$ cat src/rtl/sgd_mem_pkg.sv
// Shared definitions for the SGD memory read path.
// Holds the AXI constants driven on the AR channel, the cache-line geometry,
// the status byte bit positions and the read-command responder state encoding.
package sgd_mem_pkg;

  localparam int unsigned CL_BYTES   = 64;
  localparam int unsigned CL_SHIFT   = 6;
  localparam int unsigned PAGE_SHIFT = 12;
  localparam int unsigned BEAT_W     = 32 - CL_SHIFT;

  localparam logic [2:0] ARSIZE_64B = 3'b110;
  localparam logic [1:0] BURST_INCR = 2'b01;
  localparam logic [1:0] RESP_OKAY  = 2'b00;

  localparam int unsigned ST_RESP_ERR   = 0;
  localparam int unsigned ST_MISALIGNED = 1;
  localparam int unsigned ST_ZERO_LEN   = 2;

  typedef enum logic [1:0] {
    S_IDLE,
    S_ISSUE,
    S_DRAIN,
    S_STATUS
  } rd_state_e;

  function automatic logic [7:0] status_code(input logic err, input logic misaligned,
                                             input logic zero_len);
    logic [7:0] s;
    s = '0;
    s[ST_RESP_ERR]   = err;
    s[ST_MISALIGNED] = misaligned;
    s[ST_ZERO_LEN]   = zero_len;
    return s;
  endfunction

endpackage

$ cat src/rtl/mem_rd_cmd_responder_if.sv
// Bus bundle for mem_rd_cmd_responder: command input, AXI-MM AR/R channels,
// output line stream and status stream.
// modport master : the responder's view
// modport slave  : the environment's view (command source, memory, sinks)
interface mem_rd_cmd_responder_if #(
  parameter int unsigned DATA_WIDTH = 512,
  parameter int unsigned ADDR_WIDTH = 33
);
  logic                    s_cmd_valid;
  logic                    s_cmd_ready;
  logic [63:0]             s_cmd_address;
  logic [31:0]             s_cmd_length;

  logic                    m_axi_arvalid;
  logic                    m_axi_arready;
  logic [ADDR_WIDTH-1:0]   m_axi_araddr;
  logic [7:0]              m_axi_arlen;
  logic [2:0]              m_axi_arsize;
  logic [1:0]              m_axi_arburst;
  logic [5:0]              m_axi_arid;

  logic                    m_axi_rvalid;
  logic                    m_axi_rready;
  logic [DATA_WIDTH-1:0]   m_axi_rdata;
  logic [1:0]              m_axi_rresp;
  logic                    m_axi_rlast;

  logic                    m_axis_valid;
  logic                    m_axis_ready;
  logic [DATA_WIDTH-1:0]   m_axis_data;
  logic [DATA_WIDTH/8-1:0] m_axis_keep;
  logic                    m_axis_last;

  logic                    m_status_valid;
  logic                    m_status_ready;
  logic [7:0]              m_status_data;

  modport master (
    input  s_cmd_valid, s_cmd_address, s_cmd_length,
    output s_cmd_ready,
    output m_axi_arvalid, m_axi_araddr, m_axi_arlen, m_axi_arsize, m_axi_arburst, m_axi_arid,
    input  m_axi_arready,
    input  m_axi_rvalid, m_axi_rdata, m_axi_rresp, m_axi_rlast,
    output m_axi_rready,
    output m_axis_valid, m_axis_data, m_axis_keep, m_axis_last,
    input  m_axis_ready,
    output m_status_valid, m_status_data,
    input  m_status_ready
  );

  modport slave (
    output s_cmd_valid, s_cmd_address, s_cmd_length,
    input  s_cmd_ready,
    input  m_axi_arvalid, m_axi_araddr, m_axi_arlen, m_axi_arsize, m_axi_arburst, m_axi_arid,
    output m_axi_arready,
    output m_axi_rvalid, m_axi_rdata, m_axi_rresp, m_axi_rlast,
    input  m_axi_rready,
    input  m_axis_valid, m_axis_data, m_axis_keep, m_axis_last,
    output m_axis_ready,
    input  m_status_valid, m_status_data,
    output m_status_ready
  );

endinterface

$ cat src/rtl/mem_rd_burst_splitter.sv
// Turns a latched (address, beat count) into a sequence of AR bursts that
// never cross a 4 KB page, while keeping at most MAX_OUTSTANDING bursts open.
// Ports: load/load_addr/load_beats latch a new command; issue_en allows AR
// issue; arready/rlast_hs are the AR and burst-completion handshakes;
// arvalid/araddr/arlen drive the AR channel; beats_zero flags that every
// beat of the command has been requested.
module mem_rd_burst_splitter
  import sgd_mem_pkg::*;
#(
  parameter int unsigned ADDR_WIDTH      = 33,
  parameter int unsigned MAX_BURST_BEATS = 64,
  parameter int unsigned MAX_OUTSTANDING = 4
) (
  input  logic                  clk,
  input  logic                  rst,
  input  logic                  load,
  input  logic [ADDR_WIDTH-1:0] load_addr,
  input  logic [BEAT_W-1:0]     load_beats,
  input  logic                  issue_en,
  input  logic                  arready,
  input  logic                  rlast_hs,
  output logic                  arvalid,
  output logic [ADDR_WIDTH-1:0] araddr,
  output logic [7:0]            arlen,
  output logic                  beats_zero
);

  localparam int unsigned OW = $clog2(MAX_OUTSTANDING + 1);

  logic [ADDR_WIDTH-1:0] addr_q;
  logic [BEAT_W-1:0]     beats_rem_q;
  logic [OW-1:0]         out_q;
  logic [BEAT_W-1:0]     room;
  logic [BEAT_W-1:0]     burst_beats;
  logic                  ar_hs;

  // Beats left before the next 4 KB page boundary.
  assign room        = BEAT_W'(MAX_BURST_BEATS) - BEAT_W'(addr_q[PAGE_SHIFT-1:CL_SHIFT]);
  assign burst_beats = (beats_rem_q < room) ? beats_rem_q : room;

  assign beats_zero = (beats_rem_q == '0);
  assign arvalid    = issue_en && !beats_zero && (out_q < OW'(MAX_OUTSTANDING));
  assign araddr     = addr_q;
  assign arlen      = 8'(burst_beats - 1'b1);
  assign ar_hs      = arvalid && arready;

  always_ff @(posedge clk or posedge rst) begin
    if (rst) begin
      addr_q      <= '0;
      beats_rem_q <= '0;
      out_q       <= '0;
    end else begin
      if (load) begin
        addr_q      <= load_addr;
        beats_rem_q <= load_beats;
      end else if (ar_hs) begin
        addr_q      <= addr_q + (ADDR_WIDTH'(burst_beats) << CL_SHIFT);
        beats_rem_q <= beats_rem_q - burst_beats;
      end
      case ({ar_hs, rlast_hs})
        2'b10:   out_q <= out_q + 1'b1;
        2'b01:   out_q <= out_q - 1'b1;
        default: out_q <= out_q;
      endcase
    end
  end

  a_outstanding_bound: assert property (@(posedge clk) disable iff (rst)
    out_q <= OW'(MAX_OUTSTANDING));

endmodule

$ cat src/rtl/mem_rd_cmd_responder.sv
// Read-command responder: accepts one (byte address, byte length) command,
// issues 4 KB-safe AXI-MM read bursts via mem_rd_burst_splitter, passes the
// returned cache lines straight through to the output stream and reports a
// status byte per command.
// Ports: clk, rst (async, active high); bus (master modport) carries the
// command, AR/R channels, output stream and status stream.
module mem_rd_cmd_responder
  import sgd_mem_pkg::*;
#(
  parameter int unsigned DATA_WIDTH      = 512,
  parameter int unsigned ADDR_WIDTH      = 33,
  parameter int unsigned MAX_BURST_BEATS = 64,
  parameter int unsigned MAX_OUTSTANDING = 4
) (
  input  logic                   clk,
  input  logic                   rst,
  mem_rd_cmd_responder_if.master bus
);

  rd_state_e         state_q, state_d;
  logic [BEAT_W-1:0] total_q;
  logic [BEAT_W-1:0] fwd_q;
  logic              err_q;
  logic [7:0]        status_q;

  logic cmd_hs, zero_len, misaligned, beat_hs, rlast_hs, beats_zero;
  logic unused_addr_hi;

  assign cmd_hs     = bus.s_cmd_valid && bus.s_cmd_ready;
  assign zero_len   = (bus.s_cmd_length == '0);
  assign misaligned = (|bus.s_cmd_address[CL_SHIFT-1:0]) || (|bus.s_cmd_length[CL_SHIFT-1:0]);
  assign beat_hs    = bus.m_axi_rvalid && bus.m_axi_rready;
  assign rlast_hs   = beat_hs && bus.m_axi_rlast;
  assign unused_addr_hi = ^bus.s_cmd_address[63:ADDR_WIDTH];

  // Outputs are forced low while rst is held so reset takes effect without a clock.
  assign bus.s_cmd_ready    = (state_q == S_IDLE) && !rst;
  assign bus.m_axis_valid   = bus.m_axi_rvalid && !rst;
  assign bus.m_axi_rready   = bus.m_axis_ready && !rst;
  assign bus.m_axis_data    = bus.m_axi_rdata;
  assign bus.m_axis_keep    = '1;
  assign bus.m_axis_last    = (fwd_q == total_q - 1'b1);
  assign bus.m_status_valid = (state_q == S_STATUS);
  assign bus.m_status_data  = status_q;
  assign bus.m_axi_arsize   = ARSIZE_64B;
  assign bus.m_axi_arburst  = BURST_INCR;
  assign bus.m_axi_arid     = '0;

  mem_rd_burst_splitter #(
    .ADDR_WIDTH      (ADDR_WIDTH),
    .MAX_BURST_BEATS (MAX_BURST_BEATS),
    .MAX_OUTSTANDING (MAX_OUTSTANDING)
  ) u_splitter (
    .clk        (clk),
    .rst        (rst),
    .load       (cmd_hs),
    .load_addr  (bus.s_cmd_address[ADDR_WIDTH-1:0]),
    .load_beats (bus.s_cmd_length[31:CL_SHIFT]),
    .issue_en   (state_q == S_ISSUE),
    .arready    (bus.m_axi_arready),
    .rlast_hs   (rlast_hs),
    .arvalid    (bus.m_axi_arvalid),
    .araddr     (bus.m_axi_araddr),
    .arlen      (bus.m_axi_arlen),
    .beats_zero (beats_zero)
  );

  always_ff @(posedge clk or posedge rst) begin
    if (rst) state_q <= S_IDLE;
    else     state_q <= state_d;
  end

  always_comb begin
    state_d = state_q;
    case (state_q)
      S_IDLE:   if (cmd_hs) state_d = (zero_len || misaligned) ? S_STATUS : S_ISSUE;
      S_ISSUE:  if (beats_zero) state_d = S_DRAIN;
      S_DRAIN:  if (fwd_q == total_q) state_d = S_STATUS;
      S_STATUS: if (bus.m_status_ready) state_d = S_IDLE;
      default:  state_d = S_IDLE;
    endcase
  end

  always_ff @(posedge clk or posedge rst) begin
    if (rst) begin
      total_q  <= '0;
      fwd_q    <= '0;
      err_q    <= 1'b0;
      status_q <= '0;
    end else if (cmd_hs) begin
      total_q  <= bus.s_cmd_length[31:CL_SHIFT];
      fwd_q    <= '0;
      err_q    <= 1'b0;
      // Zero length wins over misalignment when both apply.
      status_q <= status_code(1'b0, misaligned && !zero_len, zero_len);
    end else begin
      if (beat_hs) begin
        fwd_q <= fwd_q + 1'b1;
        if (bus.m_axi_rresp != RESP_OKAY) err_q <= 1'b1;
      end
      if (state_q == S_DRAIN && state_d == S_STATUS)
        status_q <= status_code(err_q, 1'b0, 1'b0);
    end
  end

  a_no_r_when_idle: assert property (@(posedge clk) disable iff (rst)
    !(bus.m_axi_rvalid && (state_q == S_IDLE || state_q == S_STATUS)));

endmodule

$ cat src/flat_wrapper.sv
// flat-port wrapper written by rule: the top's interface ports become plain ports
module mem_rd_cmd_responder_flat import sgd_mem_pkg::*;
#(
  parameter int unsigned DATA_WIDTH      = 512,
  parameter int unsigned ADDR_WIDTH      = 33,
  parameter int unsigned MAX_BURST_BEATS = 64,
  parameter int unsigned MAX_OUTSTANDING = 4
)
  (clk, rst, bus_s_cmd_valid, bus_s_cmd_address, bus_s_cmd_length, bus_s_cmd_ready, bus_m_axi_arvalid, bus_m_axi_araddr, bus_m_axi_arlen, bus_m_axi_arsize, bus_m_axi_arburst, bus_m_axi_arid, bus_m_axi_arready, bus_m_axi_rvalid, bus_m_axi_rdata, bus_m_axi_rresp, bus_m_axi_rlast, bus_m_axi_rready, bus_m_axis_valid, bus_m_axis_data, bus_m_axis_keep, bus_m_axis_last, bus_m_axis_ready, bus_m_status_valid, bus_m_status_data, bus_m_status_ready);
  mem_rd_cmd_responder_if #(.DATA_WIDTH(DATA_WIDTH), .ADDR_WIDTH(ADDR_WIDTH)) bus_i ();
  input  logic clk;
  input  logic rst;
  input wire logic [$bits(bus_i.s_cmd_valid)-1:0] bus_s_cmd_valid;
  input wire logic [$bits(bus_i.s_cmd_address)-1:0] bus_s_cmd_address;
  input wire logic [$bits(bus_i.s_cmd_length)-1:0] bus_s_cmd_length;
  output wire logic [$bits(bus_i.s_cmd_ready)-1:0] bus_s_cmd_ready;
  output wire logic [$bits(bus_i.m_axi_arvalid)-1:0] bus_m_axi_arvalid;
  output wire logic [$bits(bus_i.m_axi_araddr)-1:0] bus_m_axi_araddr;
  output wire logic [$bits(bus_i.m_axi_arlen)-1:0] bus_m_axi_arlen;
  output wire logic [$bits(bus_i.m_axi_arsize)-1:0] bus_m_axi_arsize;
  output wire logic [$bits(bus_i.m_axi_arburst)-1:0] bus_m_axi_arburst;
  output wire logic [$bits(bus_i.m_axi_arid)-1:0] bus_m_axi_arid;
  input wire logic [$bits(bus_i.m_axi_arready)-1:0] bus_m_axi_arready;
  input wire logic [$bits(bus_i.m_axi_rvalid)-1:0] bus_m_axi_rvalid;
  input wire logic [$bits(bus_i.m_axi_rdata)-1:0] bus_m_axi_rdata;
  input wire logic [$bits(bus_i.m_axi_rresp)-1:0] bus_m_axi_rresp;
  input wire logic [$bits(bus_i.m_axi_rlast)-1:0] bus_m_axi_rlast;
  output wire logic [$bits(bus_i.m_axi_rready)-1:0] bus_m_axi_rready;
  output wire logic [$bits(bus_i.m_axis_valid)-1:0] bus_m_axis_valid;
  output wire logic [$bits(bus_i.m_axis_data)-1:0] bus_m_axis_data;
  output wire logic [$bits(bus_i.m_axis_keep)-1:0] bus_m_axis_keep;
  output wire logic [$bits(bus_i.m_axis_last)-1:0] bus_m_axis_last;
  input wire logic [$bits(bus_i.m_axis_ready)-1:0] bus_m_axis_ready;
  output wire logic [$bits(bus_i.m_status_valid)-1:0] bus_m_status_valid;
  output wire logic [$bits(bus_i.m_status_data)-1:0] bus_m_status_data;
  input wire logic [$bits(bus_i.m_status_ready)-1:0] bus_m_status_ready;
  assign bus_i.s_cmd_valid = bus_s_cmd_valid;
  assign bus_i.s_cmd_address = bus_s_cmd_address;
  assign bus_i.s_cmd_length = bus_s_cmd_length;
  assign bus_s_cmd_ready = bus_i.s_cmd_ready;
  assign bus_m_axi_arvalid = bus_i.m_axi_arvalid;
  assign bus_m_axi_araddr = bus_i.m_axi_araddr;
  assign bus_m_axi_arlen = bus_i.m_axi_arlen;
  assign bus_m_axi_arsize = bus_i.m_axi_arsize;
  assign bus_m_axi_arburst = bus_i.m_axi_arburst;
  assign bus_m_axi_arid = bus_i.m_axi_arid;
  assign bus_i.m_axi_arready = bus_m_axi_arready;
  assign bus_i.m_axi_rvalid = bus_m_axi_rvalid;
  assign bus_i.m_axi_rdata = bus_m_axi_rdata;
  assign bus_i.m_axi_rresp = bus_m_axi_rresp;
  assign bus_i.m_axi_rlast = bus_m_axi_rlast;
  assign bus_m_axi_rready = bus_i.m_axi_rready;
  assign bus_m_axis_valid = bus_i.m_axis_valid;
  assign bus_m_axis_data = bus_i.m_axis_data;
  assign bus_m_axis_keep = bus_i.m_axis_keep;
  assign bus_m_axis_last = bus_i.m_axis_last;
  assign bus_i.m_axis_ready = bus_m_axis_ready;
  assign bus_m_status_valid = bus_i.m_status_valid;
  assign bus_m_status_data = bus_i.m_status_data;
  assign bus_i.m_status_ready = bus_m_status_ready;
  mem_rd_cmd_responder #(.DATA_WIDTH(DATA_WIDTH), .ADDR_WIDTH(ADDR_WIDTH), .MAX_BURST_BEATS(MAX_BURST_BEATS), .MAX_OUTSTANDING(MAX_OUTSTANDING)) u_core (.clk(clk), .rst(rst), .bus(bus_i));
endmodule
$ cat config.mk
export PLATFORM = sky130hd
export DESIGN_NAME = mem_rd_cmd_responder_flat
export DESIGN_NICKNAME = d
export VERILOG_FILES = /design/src/rtl/sgd_mem_pkg.sv /design/src/rtl/mem_rd_cmd_responder_if.sv /design/src/rtl/mem_rd_burst_splitter.sv /design/src/rtl/mem_rd_cmd_responder.sv /design/src/flat_wrapper.sv
export SDC_FILE = /design/constraint.sdc
export NUM_CORES = 1
export LEC_CHECK = 0
export CAP_MARGIN = 20
export CORE_AREA = 2 2 494 496
export DETAILED_ROUTE_END_ITERATION = 8
export DIE_AREA = 0 0 496 498
export HOLD_SLACK_MARGIN = 0.02
export PLACE_DENSITY_LB_ADDON = 0.1
export SLEW_MARGIN = 20
export SYNTH_ARGS = -nofsm -noshare
export SYNTH_HDL_FRONTEND = slang
export SYNTH_SLANG_ARGS = --single-unit
$ cat constraint.sdc
create_clock -name clk -period 11.35 [get_ports clk]
set_input_delay 1.135 -clock clk [delete_from_list [all_inputs] [get_ports clk]]
set_output_delay 1.135 -clock clk [all_outputs]
set_load 0.02 [all_outputs]
==> reports/qor.yml, run 1 <==
outcome:
  status: "completed"
logic_synthesis:
  ys_seq_elements: 120
  synth_edf_count: 0
  synth_area_mm2: 0.0131
  syn_inst: 1606
  yosysTopAreaCell: "buf_4"
  synth_top_area_share_pct: 34.1
  synth_warnings: 0
  yosysSeqAreaShare_pct: 23.0
  synth_flop_cell: "dfrtp_1"
  syn_avg_cell_area_um2: 8.14
  synth_area_leaders: "buf_4 (34%), dfrtp_1 (23%), nand2_1 (4.7%), ha_1 (4.2%), xnor2_1 (3.5%)"
  async_reset_ff_share_pct: 100
  synth.distinct_cells: 72
die:
  start_util_pct: 5.40
  num_rows: 181
  die_width_um: 496
  ioPinCount: 1260
  die_h_um: 498
  die-area_mm2: 0.247
  core_area_mm2: 0.242
drt:
  vias_per_cell: 2.08
  wirelength_um: 74600
  route.detailed.wl_per_inst_um: 16.8
  dr.first_iter.drc_count: 527
  dr.pass1.iters: 5
  drc_errors: 0
  num_vias: 9248
  drtAntennaViolNets: 0
grt:
  overflow: 0
  grt_pass1_wl_um: 96600
  antenna_found_initial: 17
  track_usage_pct: 5.93
  grt_pass1_vias: 9789
  grt_max_degree: 47
worst_setup_path:
  critPathMaxFanout: 7
  cp_cell_sequence: "inv_1, ha_1, xnor2_1, inv_1, ha_1, a21o_1, a31oi_1, o21ai_0, a21o_1, mux2i_1, ha_1, nand3_1, xnor2_1, clkdlybuf4s50_1"
  worst-path-buf-inv: 3
  crit_arrival_ns: 5.92
  critPathMaxStageDelay_ns: 0.76
  critPathLaunchType: "register"
  crit_slowest_cell: "mux2i_1"
  cpMostUsedCell: "ha_1"
  worstSetupPathType: "reg2out"
  cp-end-kind: "output pin"
  cp_data_required_time_ns: 10.22
  crit_family: "XOR/XNOR gates"
place:
  port_buffers: 124
  hpwl_um: 61000
  place_congestion: 0.687
  post-place-ws_ns: 4.61
worst_hold_path:
  min_path_type: "reg2reg"
power:
  max-vdd-ir-drop_mv: 0.0701
  swShare_pct: 50.3
  leakagePower_nw: 5.02
  p_per_area_mw_per_mm2: 228
  internal-power_mw: 1.67
  clkPwrFrac_pct: 18.2
  seq_power_share_pct: 25.3
  switching_power_mw: 1.69
  total_power_mw: 3.36
  p_comb_share_pct: 56.5
layout:
  fin_util_pct: 6.10
  multi_input_area_mm2: 0.00564
  n_fill_cell: 28600
  final_nets: 1883
  synthToLayoutAreaGrowth_pct: 12.8
  layout-drive-gt1-share_pct: 6.42
  ff_latch_area_mm2: 0.00300
clocking:
  cts-resized-gates: 0
  cts_hold_buf: 0
  post_cts_buffers: 0
  cts_tree: "done"
  clk_path_buf_depth: 2
  cts.clk_slew.worst_paths_ns: 0.07
  ctsHtreeMaxLevel: 4
  worstSkewPairLatency_ns: 0.52
  cts_buffers: 17
  cts.sinks: 120
  cts-root-buf: "clkbuf_16"
sta:
  setup_tns_ns: 0
  hold_violations: 0
  worst_slew_pin_slew_ns: 0.934
  finalSetupViolCount: 0
  hold_ws_ns: 0.470
  rsz0062_at_grt: "false"
  slew_viol_final: 0
  slew_headroom_pct: 36.8
  fin_ws_ns: 4.30
  finalWorstPathRequiredPeriod_ns: 7.05
  finClkSkew_ns: 0.0173
  fmax_ghz: 0.142
  period_share_pct: 62.1
job:
  cap_violations: 0
==> per-stage QoR <==
stage	std cells	cell area (um2)
floorplan	1703	13400
global placement	4401	14100
detailed placement	4401	14100
CTS	4433	14700
global route	4433	14700
finish	4436	14700
==> routing by layer <==
layer / wire length [um] / global-route usage [%]
met1: 27500 / 6.17
met2: 31000 / 8.49
met3: 8740 / 3.07
met4: 6960 / 5.41
met5: 378 / 1.25
==> worst reg2reg max path: cells and delay by family, from the launching register on <==
kind	cells	cell delay, ns
AO/OA/AOI/OAI	10	2.55
XOR/XNOR	1	0.51
adder cells (fa/ha/maj)	4	1.27
buffers and inverters	3	0.47
flip-flops	1	0.48
multiplexers	2	0.90
AND/OR/NAND/NOR	1	0.18
==> final cells by class <==
cell class | count | area share (%)
clock inverters | 14 | 1.09
multi-input cells | 901 | 38.2
well taps | 3202 | 27.2
repair buffers | 136 | 9.03
inverters | 42 | 1.09
clock buffers | 18 | 2.98
flip-flops and latches | 120 | 20.4
diodes | 3 | 0.0509
==> final timing paths <==
path,from,endpoint,slack [ns],depth (start not counted)
min in group asynchronous,rst,u_core.fwd_q[6],1.27,3
min reg2reg,u_core.u_splitter.out_q[2],u_core.u_splitter.out_q[2],0.47,1
max,u_core.u_splitter.araddr[6],bus_m_axi_arlen[6],4.30,14
min,u_core.u_splitter.out_q[2],u_core.u_splitter.out_q[2],0.47,1
max in group asynchronous,rst,u_core.u_splitter.araddr[14],8.30,5
max reg2reg,u_core.u_splitter.araddr[6],u_core.u_splitter.araddr[24],4.88,21
==> layout by cell type, fill, tap and decap left out, types with 23 or more instances in the layout <==
cell type	Yosys	routed
nand3_1	26	26
nor4_1	23	23
o21ai_0	44	44
dfrtp_1	120	120
or3_1	25	25
conb_1	2	99
xor2_1	42	42
ha_1	44	44
clkdlybuf4s50_1	0	124
inv_1	41	40
a21oi_1	39	39
xnor2_1	52	52
nand2_1	162	161
nor2_1	75	75
==> power by group through the flow <==
stage	sequential, mW	combinational [mW]	clock (mW)
after floorplan	0.798	1.47	0
after global placement	0.872	1.96	0
after detailed placement	0.871	1.94	0
after CTS	0.866	1.96	0.659
after global routing	0.893	2.13	0.665
final	0.850	1.90	0.610
==> state kept, by name, indices dropped and copies added (netlist names) <==
name / count
u_core.err_q: 1
u_core.u_splitter.out_q: 3
u_core.u_splitter.beats_rem_q: 26
u_core.state_q: 2
u_core.u_splitter.araddr: 33
u_core.fwd_q: 26
u_core.bus.m_status_data: 3
u_core.total_q: 26
==> cell usage after synthesis, types with 15 or more instances <==
cell and instances:
a21o_1 18, a21oi_1 39, and3_1 17, buf_4 594, clkbuf_1 31, dfrtp_1 120, ha_1 44, inv_1 41
mux2i_1 15, nand2_1 162, nand3_1 26, nand4_1 16, nor2_1 75, nor3_1 17, nor4_1 23, o211ai_1 21
o21ai_0 44, or3_1 25, xnor2_1 52, xor2_1 42
==> kinds of logic after synthesis <==
| logic type | synth area share (%) |
|---|---|
| AO/OA/AOI/OAI | 11.5 |
| XOR/XNOR | 6.30 |
| adder cells (fa/ha/maj) | 4.67 |
| buffers and inverters | 36.8 |
| flip-flops | 23.0 |
| multiplexers | 1.64 |
| other | 0.0575 |
| AND/OR/NAND/NOR | 16.0 |
Note: power is estimated with default switching activity, not from simulation.
==> inputs of run 2 (changes only) <==
--- a/config.mk
+++ b/config.mk
@@ -6,9 +6,9 @@
 export NUM_CORES = 1
 export LEC_CHECK = 0
 export CAP_MARGIN = 20
-export CORE_AREA = 2 2 494 496
+export CORE_AREA = 2 2 487 489
 export DETAILED_ROUTE_END_ITERATION = 8
-export DIE_AREA = 0 0 496 498
+export DIE_AREA = 0 0 489 491
 export HOLD_SLACK_MARGIN = 0.02
 export PLACE_DENSITY_LB_ADDON = 0.1
 export SLEW_MARGIN = 20
==> constraint.sdc (replaced) <==
create_clock -name clk -period 6.58 [get_ports clk]
set_input_delay 0.658 -clock clk [delete_from_list [all_inputs] [get_ports clk]]
set_output_delay 0.658 -clock clk [all_outputs]
set_load 0.02 [all_outputs]
==> run 2 against run 1 <==
Against the previous run: critical path depth is 5 higher; total power is 74% higher; routed wire length is 14% higher; worst hold slack better by 0.0065 ns; design area is 0.13% lower; largest power group unchanged; non-clock buffer count is 6 higher; largest cell class unchanged.
==> reports/qor.yml, run 2 (same netlist as run 1, synthesis figures left out) <==
layout:
  synthToLayoutAreaGrowth_pct: 12.7  # was 12.8%
  final_cell_mix: "nand2_1 (161), clkdlybuf4s50_1 (123), dfrtp_1 (120)"  # was nand2_1 (161), clkdlybuf4s50_1 (124), dfrtp_1 (120)
  final_nets: 1889  # was 1,883
  largest_register_ffs: 33  # unchanged
  final_common_cell: "nand2_1"  # unchanged
  layout-drive-gt1-share_pct: 6.96  # was 6.42%
clocking:
  cts_hold_buf: 0  # unchanged
  clk_path_buf_depth: 2  # unchanged
  cts.sinks: 120  # unchanged
  cts_tree: "done"  # unchanged
  cts-resized-gates: 0  # unchanged
  cts.clk_slew.worst_paths_ns: 0.07  # about the same
  worstSkewPairLatency_ns: 0.50  # was 0.52 ns
  cts_buffers: 17  # unchanged
  post_cts_buffers: 0  # unchanged
  cts-root-buf: "clkbuf_16"  # unchanged
  ctsHtreeMaxLevel: 4  # unchanged
place:
  post-place-ws_ns: 0.662  # was 4.61 ns
  port_buffers: 124  # unchanged
  place_congestion: 0.681  # was 0.687
  hpwl_um: 71100  # was 61,000 um
die:
  die-area_mm2: 0.240  # was 0.247 mm2
  start_util_pct: 5.57  # was 5.40%
  num_rows: 178  # was 181
  core_area_mm2: 0.235  # was 0.242 mm2
  die_width_um: 489  # was 496 um
  ioPinCount: 1260  # unchanged
  die_h_um: 491  # was 498 um
job:
  cap_violations: 0  # unchanged
worst_hold_path:
  min_path_type: "reg2reg"  # unchanged
power:
  leakagePower_nw: 5.04  # was 5.02 nW
  p_per_area_mw_per_mm2: 396  # was 228 mW/mm2
  max-vdd-ir-drop_mv: 0.207  # was 0.0701 mV
  total_power_mw: 5.83  # was 3.36 mW
grt:
  grt_pass1_wl_um: 107000  # was 96,600 um
  grt_max_degree: 66  # was 47
  overflow: 0  # unchanged
  track_usage_pct: 6.89  # was 5.93%
  antenna_found_initial: 17  # unchanged
  grt_pass1_vias: 9620  # was 9,789
worst_setup_path:
  crit_slowest_cell: "a211oi_1"  # was mux2i_1
  worstSetupPathType: "reg2reg"  # was reg2out
  critPathMaxFanout: 7  # unchanged
  crit_family: "compound AO/OA/AOI/OAI gates"  # was XOR/XNOR gates
  worst-path-buf-inv: 2  # was 3
  crit_arrival_ns: 6.09  # was 5.92 ns
  critPathLaunchType: "register"  # unchanged
  cpMostUsedCell: "o21ai_0"  # was ha_1
  cp_data_required_time_ns: 6.94  # was 10.22 ns
  cp_cell_sequence: "nor3_1, nor3b_1, xnor2_1, inv_1, ha_1, o211ai_1, o21ai_0, a21o_1, mux2i_1, inv_1, ha_1, a21o_1, a21oi_1, a211oi_1, o21ai_0, a31oi_1, a31oi_1, xor2_1, o21ai_0"  # was inv_1, ha_1, xnor2_1, inv_1, ha_1, a21o_1, a31oi_1, o21ai_0, a21o_1, mux2i_1, ha_1, nand3_1, xnor2_1, clkdlybuf4s50_1
  cp-end-kind: "register"  # was output pin
  critPathMaxStageDelay_ns: 0.52  # was 0.76 ns
sta:
  period_share_pct: 86.9
  setup_tns_ns: 0  # unchanged
  fmax_ghz: 0.175
  slew_viol_final: 0  # unchanged
  finalWorstPathRequiredPeriod_ns: 5.72
  fin_ws_ns: 0.859  # was 4.30 ns
  worst_slew_pin_slew_ns: 0.941  # was 0.934 ns
  hold_violations: 0  # unchanged
  finClkSkew_ns: 0.0148  # was 0.0173 ns
  slew_headroom_pct: 37.3  # was 36.8%
  finalSetupViolCount: 0  # unchanged
  rsz0062_at_grt: "false"  # unchanged
outcome:
  status: "completed"  # unchanged
drt:
  route.detailed.wl_per_inst_um: 19.3  # was 16.8 um
  dr.first_iter.drc_count: 435  # was 527
  wirelength_um: 84700  # was 74,600 um
  drc_errors: 0  # unchanged
  num_vias: 9190  # was 9,248
  vias_per_cell: 2.09  # was 2.08
  drtAntennaViolNets: 0  # unchanged
  dr.pass1.iters: 5  # unchanged
==> run 2: routing by layer <==
metal  track usage, %  vias up  share of wire (%)
met5           0.0201        -              0.048
met4             5.28        6                8.2
met3             5.17      389                 17
met2             10.4      617                 43
met1             6.26     4213                 32
li1                 -     3965                  -
==> run 2: path summary, 6_finish.rpt <==
check	slack, ns	cells past startpoint	endpoint	start
max	0.86	19	u_core.u_splitter.araddr[22]	u_core.u_splitter.araddr[6]
min	0.48	1	u_core.u_splitter.out_q[0]	u_core.u_splitter.out_q[0]
max reg2reg	0.86	19	u_core.u_splitter.araddr[22]	u_core.u_splitter.araddr[6]
min reg2reg	0.48	1	u_core.u_splitter.out_q[0]	u_core.u_splitter.out_q[0]
max in group asynchronous	4.25	3	u_core.total_q[15]	rst
min in group asynchronous	0.91	2	u_core.fwd_q[3]	rst
==> run 2: worst register-to-register path, delay by kind of cell (launching register included) <==
family / cells / cell delay, ns
buffers and inverters: 2 / 0.29
adder cells (fa/ha/maj): 2 / 0.72
AND/OR/NAND/NOR: 2 / 0.63
AO/OA/AOI/OAI: 10 / 2.72
flip-flops: 1 / 0.47
XOR/XNOR: 2 / 0.41
multiplexers: 1 / 0.37
==> run 2: metrics by stage <==
step	cells	cell area, um2	hold slack, ns	utilization [%]
detailed placement	4355	14100	0.466	6.03
global placement	4355	14100	0.461	6.03
global route	4386	14700	0.506	6.28
CTS	4386	14700	0.480	6.28
floorplan	1703	13400	0.443	-
finish	4388	14700	0.476	6.28
==> run 2: final cells by class <==
cell class / instances / area [um2]
well taps: 3150 / 3940
clock inverters: 13 / 144
multi-input cells: 901 / 5640
clock buffers: 18 / 439
diodes: 2 / 5.00
inverters: 42 / 165
repair buffers: 142 / 1390
fillers: 27600 / 220000
flip-flops and latches: 120 / 3000
==> run 2: power breakdown <==
part           total (mW)  switching [mW]  internal, mW
clock network        1.04           0.474         0.568
registers            1.47           0.454          1.02
logic                3.32            2.00          1.32
